`src/rtl/div_32bit.sv`:
```
// ============================================================================
//  Module   : div_32bit
//  Purpose  : Signed 32-bit restoring divider, one quotient bit per cycle.
//  Revision : 1.0 - initial release
// ============================================================================
`default_nettype none

module div_32bit (
   input  logic        clock,
   input  logic        reset,
   input  logic        ctrlDiv,
   input  logic [31:0] dividend,
   input  logic [31:0] divisor,
   output logic [31:0] quotient,
   output logic [31:0] remainder,
   output logic        exception,
   output logic        resultRDY,
   output logic        busy
);

   typedef enum logic [1:0] {
      IDLE = 2'd0,
      RUN  = 2'd1,
      FIX  = 2'd2,
      DONE = 2'd3
   } state_t;

   localparam logic [31:0] C_MIN_INT  = 32'h8000_0000;
   localparam logic [31:0] C_NEG_ONE  = 32'hFFFF_FFFF;
   localparam logic [5:0]  C_LAST_IT  = 6'd31;

   state_t      r_state;
   state_t      w_nextState;

   logic [31:0] r_rem;
   logic [31:0] r_quo;
   logic [31:0] r_divMag;
   logic [5:0]  r_count;
   logic        r_quoNeg;
   logic        r_remNeg;
   logic        r_exc;

   logic        w_divZero;
   logic        w_overflow;
   logic [32:0] w_dividendExt;
   logic [32:0] w_divisorExt;
   logic [32:0] w_dividendAbs;
   logic [32:0] w_divisorAbs;
   logic [63:0] w_shifted;
   logic [32:0] w_trial;

   assign w_divZero  = (divisor == 32'd0);
   assign w_overflow = (dividend == C_MIN_INT) && (divisor == C_NEG_ONE);

   // Sign-extend to 33 bits so |-2^31| comes out as an exact 2^31
   assign w_dividendExt = {dividend[31], dividend};
   assign w_divisorExt  = {divisor[31], divisor};
   assign w_dividendAbs = dividend[31] ? (33'd0 - w_dividendExt) : w_dividendExt;
   assign w_divisorAbs  = divisor[31]  ? (33'd0 - w_divisorExt)  : w_divisorExt;

   // Remainder never exceeds 2^31-1 here, so the shifted value fits in 32 bits
   assign w_shifted = {r_rem, r_quo} << 1;
   assign w_trial   = {1'b0, w_shifted[63:32]} - {1'b0, r_divMag};

   assign busy = (r_state != IDLE);

   always_ff @(posedge clock) begin
      if (!reset) begin
         r_state <= IDLE;
      end else begin
         r_state <= w_nextState;
      end
   end

   always_comb begin
      w_nextState = r_state;
      case (r_state)
         IDLE: begin
            if (ctrlDiv) begin
               if (w_divZero || w_overflow) begin
                  w_nextState = DONE;
               end else begin
                  w_nextState = RUN;
               end
            end
         end
         RUN: begin
            if (r_count == C_LAST_IT) begin
               w_nextState = FIX;
            end
         end
         FIX:     w_nextState = DONE;
         DONE:    w_nextState = IDLE;
         default: w_nextState = IDLE;
      endcase
   end

   always_ff @(posedge clock) begin
      if (!reset) begin
         r_rem     <= 32'd0;
         r_quo     <= 32'd0;
         r_divMag  <= 32'd0;
         r_count   <= 6'd0;
         r_quoNeg  <= 1'b0;
         r_remNeg  <= 1'b0;
         r_exc     <= 1'b0;
         quotient  <= 32'd0;
         remainder <= 32'd0;
         exception <= 1'b0;
         resultRDY <= 1'b0;
      end else begin
         resultRDY <= 1'b0;
         case (r_state)
            IDLE: begin
               if (ctrlDiv) begin
                  r_count  <= 6'd0;
                  r_quoNeg <= dividend[31] ^ divisor[31];
                  r_remNeg <= dividend[31];
                  r_divMag <= w_divisorAbs[31:0];
                  // Exceptional cases preload their final result and skip RUN/FIX
                  if (w_divZero) begin
                     r_quo <= 32'd0;
                     r_rem <= dividend;
                     r_exc <= 1'b1;
                  end else if (w_overflow) begin
                     r_quo <= C_MIN_INT;
                     r_rem <= 32'd0;
                     r_exc <= 1'b1;
                  end else begin
                     r_quo <= w_dividendAbs[31:0];
                     r_rem <= 32'd0;
                     r_exc <= 1'b0;
                  end
               end
            end
            RUN: begin
               r_count <= r_count + 6'd1;
               if (!w_trial[32]) begin
                  r_rem <= w_trial[31:0];
                  r_quo <= {w_shifted[31:1], 1'b1};
               end else begin
                  r_rem <= w_shifted[63:32];
                  r_quo <= w_shifted[31:0];
               end
            end
            FIX: begin
               if (r_quoNeg) begin
                  r_quo <= 32'd0 - r_quo;
               end
               if (r_remNeg) begin
                  r_rem <= 32'd0 - r_rem;
               end
            end
            DONE: begin
               quotient  <= r_quo;
               remainder <= r_rem;
               exception <= r_exc;
               resultRDY <= 1'b1;
            end
            default: begin
               resultRDY <= 1'b0;
            end
         endcase
      end
   end

endmodule

`default_nettype wire

```
`config.mk`:
```
export PLATFORM = sky130hd
export DESIGN_NAME = div_32bit
export DESIGN_NICKNAME = d
export VERILOG_FILES = /design/src/rtl/div_32bit.sv
export SDC_FILE = /design/constraint.sdc
export NUM_CORES = 1
export LEC_CHECK = 0
export ABC_AREA = 1
export ABC_CLOCK_PERIOD_IN_PS = 3000
export CORE_MARGIN = 3
export CORE_UTILIZATION = 55
export DETAILED_ROUTE_END_ITERATION = 10
export PLACE_DENSITY = 0.78
export SYNTH_ARGS = -nofsm -noshare
export SYNTH_HDL_FRONTEND = slang
export SYNTH_SLANG_ARGS = --single-unit
export TNS_END_PERCENT = 100
```
`constraint.sdc`:
```
create_clock -name clock -period 3 [get_ports clock]
set_input_delay 0.45 -clock clock [delete_from_list [all_inputs] [get_ports clock]]
set_output_delay 0.45 -clock clock [all_outputs]
set_load 0.02 [all_outputs]
```
==> out/metrics.csv <==
metric,value,unit
initial antenna violation count,0,
Multi-input gate area,8740,sq um
Pins Over Slew Limit,0,
First-pass DRT Iterations,8,
vias in the first global route,15194,
DP Worst Slack,0.0902,ns
DR WL/cell,18.0,um
FF-to-FF setup slack,0.29,ns
yosys synthesis warning count,0,
# DRC,0,
fin crit period,2.71,ns
RSZ-0062 raised after global routing,no,
fin crit share,0.904,
Die W,165,um
total wire length,51.8,mm
die area,27300,sq um
RR Endpoint,r_rem[4],
CTS tree,yes,
cells along the critical path,inv_1 -> ha_1 -> fa_1 -> inv_1 -> nand3_1 -> nand2_2 -> nand2_1 -> nand2_1 -> nand2_1 -> nand2_1 -> nand2_4 -> nand2_8 -> buf_12 -> nand2_1 -> nand3_1 -> nand3_1 -> nand2_1 -> a21oi_1,
Critical Path End Type,flop,
maximum fanout along the worst path,20,
Initial Util,0.568,
reg2reg path depth,18,
Net Sw Frac,0.573,
sequential fraction of the synthesis area,0.248,
Flop pwr share,0.182,
max incr delay on CP,0.43,ns
TNS Setup,0,ns
Critical Path Source,r_quo[31],
Synth async-reset ratio,0,
final setup margin,0.288,ns
Final Hold Vio Count,0,
htree depth,4,
CP max-delay cell,fa_1,
Stages on worst setup path,18,
power after layout,0.0199,W
Antenna Nets Post-Route,0,
Synth Register Bits,173,
Syn Nets,2532,
RR Startpoint,r_quo[31],
Comb pwr share,0.697,
Synth Flop Type,dfxtp_1,
area grow syn2layout,17.7,%
Placeable Area,24600,sq um
register area,3460,sq um
Crit path max-delay family,simple AND/OR/NAND/NOR gates,
Synth Instances,2421,
pwr dens,1210,nW/um^2
n_diodes,0,
Setup crit end,r_rem[4],
DP HPWL,40.0,mm
CTS max path bufs,2,
"EDFF count, synth",0,
cell internal pwr,0.00850,W
Mapped Area,14000,sq um
Yosys top cell area share,0.248,
IO Count,134,
layout filler cell count,2403,
DR vias,16562,
max_cap viols,0,
maximum VDD drop,1.33,mV
gr usage total,0.373,
# Post-CTS Setup Buffers,0,
Fin Clk Skew,0.0193,ns
leakage power,7.90,nW
Final Instance Area,16400,sq um
hold_buf cts,0,
Hold WC Path Type,primary input to flop,
die height,165,um
CTS Sinks,173,
"Remaining Overflow, GRT",0,
vias per inst,5.76,
clk root buf,clkbuf_16,
NetSw,0.0114,W
PortBufs,133,
max frequency,369,MHz
Slew @ Worst Pin,0.882,ns
"Distinct cells, synth",48,
status,completed,
Synth area leaders,"dfxtp_1 (25%), nand2_1 (17%), inv_1 (9.9%)",
post-place instance area,15800,sq um
Worst EP arrival,3.05,ns
Synth area leader,dfxtp_1,
Clock transition at path regs,0.09,ns
startpoint types,flop,
post_cts resized,0,
syn avg cell area,5.77,sq um
CP Class,flop to flop,
# rows,57,
Nets,2649,
GPL Wtd Cong,0.989,
pin count of the biggest net entering global routing,128,
Clk network pwr share,0.122,
# setup viols final,0,
cts bufs inserted,17,
first-pass GRT wire length,79.8,mm
Worst slew margin,0.412,
Worst-Skew Late Latency,0.46,ns
WP data required,3.34,ns
CP Buf/Inv Count,3,
crit-path most repeated cell,nand2_1,
number of DRC markers in iteration 0,1951,
layout cells sized above 1,0.0517,
-- synth_stat cells, types with 5 or more instances --
cell and number:
buf_2 5, nand3b_1 6, nand4_1 46, o21ai_0 216, clkbuf_1 65, ha_1 43, xor2_1 43, inv_1 370
o211ai_1 6, nor3_1 37, a21oi_2 9, a21oi_1 194, nor2_1 253, xnor2_1 19, buf_1 14, dfxtp_1 173
nor4_1 5, nand3_1 207, nand2_1 622, o22ai_1 8, nor2_2 11, a31oi_1 12, o21ai_1 10
-- worst min-delay path by stage --
stage	from	end	slack, ns	cells after the start
final	reset	remainder[20]	0.35	3
after global routing	reset	remainder[28]	0.36	3
after CTS	reset	remainder[18]	0.35	3
after detailed placement	r_rem[31]	r_rem[31]	0.46	2
after global placement	r_count[4]	r_count[4]	0.43	2
after floorplan	r_count[4]	r_count[4]	0.42	2
-- power by group through the flow --
stage          Sequential (W)  Clock [W]  Combinational [W]
4_1_cts               0.00358    0.00243             0.0135
3_3_place_gp          0.00361          0             0.0133
5_1_grt               0.00366    0.00250             0.0153
3_5_place_dp          0.00363          0             0.0134
6_report              0.00362    0.00242             0.0139
2_1_floorplan         0.00354          0            0.00953
-- cell type report --
cell class | instances | share of cell area
Sequential cell | 173 | 0.211
Timing Repair Buffer | 187 | 0.109
Multi-Input combinational cell | 1783 | 0.531
Inverter | 376 | 0.0858
Clock buffer | 17 | 0.0259
Clock inverter | 15 | 0.0130
Tap cell | 324 | 0.0247
-- tightest hold or removal path: stages --
cell,delay [ns]
buf_4,0.18
o21ai_0,0.09
a21oi_1,0.04
-- registers in the layout, summed over array words and instances (netlist names) --
name	flops
r_rem	32
remainder	32
resultRDY	1
quotient	32
r_remNeg	1
r_exc	1
r_count	6
r_divMag	32
exception	1
r_state	2
r_quoNeg	1
r_quo	32
-- per-layer routing --
| layer | vias to the layer above | part of all wire | wire [um] | global-route usage |
|---|---|---|---|---|
| met2 | 886 | 0.45 | 23100 | 0.609 |
| met1 | 7476 | 0.40 | 20700 | 0.469 |
| li1 | 8009 | - | - | - |
| met5 | - | 0 | 0 | 0 |
| met3 | 191 | 0.096 | 4980 | 0.0758 |
| met4 | 0 | 0.058 | 3010 | 0.184 |
-- layout by cell type, fill, tap and decap left out, types with 6 or more instances in the layout --
cell type and instances:
clkbuf_16 17, inv_1 370, a31oi_1 12, a21oi_1 194, dfxtp_1 173, xnor2_1 19
clkdlybuf4s50_1 132, buf_4 51, o21ai_0 216, ha_1 41, xor2_1 43, nor3_1 37
clkinv_8 6, nand3_1 207, nand2_1 622, nor2_1 252, o21ai_1 10, nand3b_1 6
nor2_2 12, o22ai_1 8, a21oi_2 9, o211ai_1 6, nand4_1 46
-- cells by family (layout without fill, tap and decap cells) --
| group | count (synthesis) | count (layout) | synth area share |
|---|---|---|---|
| AO/OA/AOI/OAI | 472 | 472 | 0.179 |
| XOR/XNOR | 62 | 62 | 0.0389 |
| adder cells (fa/ha/maj) | 44 | 44 | 0.0400 |
| buffers and inverters | 465 | 595 | 0.128 |
| flip-flops | 173 | 173 | 0.248 |
| AND/OR/NAND/NOR | 1205 | 1205 | 0.367 |
-- metrics by stage --
stage / hold slack (ns) / utilization / cells
after floorplan: 0.424 / - / 2421
after global placement: 0.433 / 0.642 / 2843
after detailed placement: 0.462 / 0.642 / 2843
after CTS: 0.348 / 0.668 / 2875
after global routing: 0.364 / 0.668 / 2875
final: 0.353 / 0.668 / 2875
Note: power is estimated with default switching activity, not from simulation.
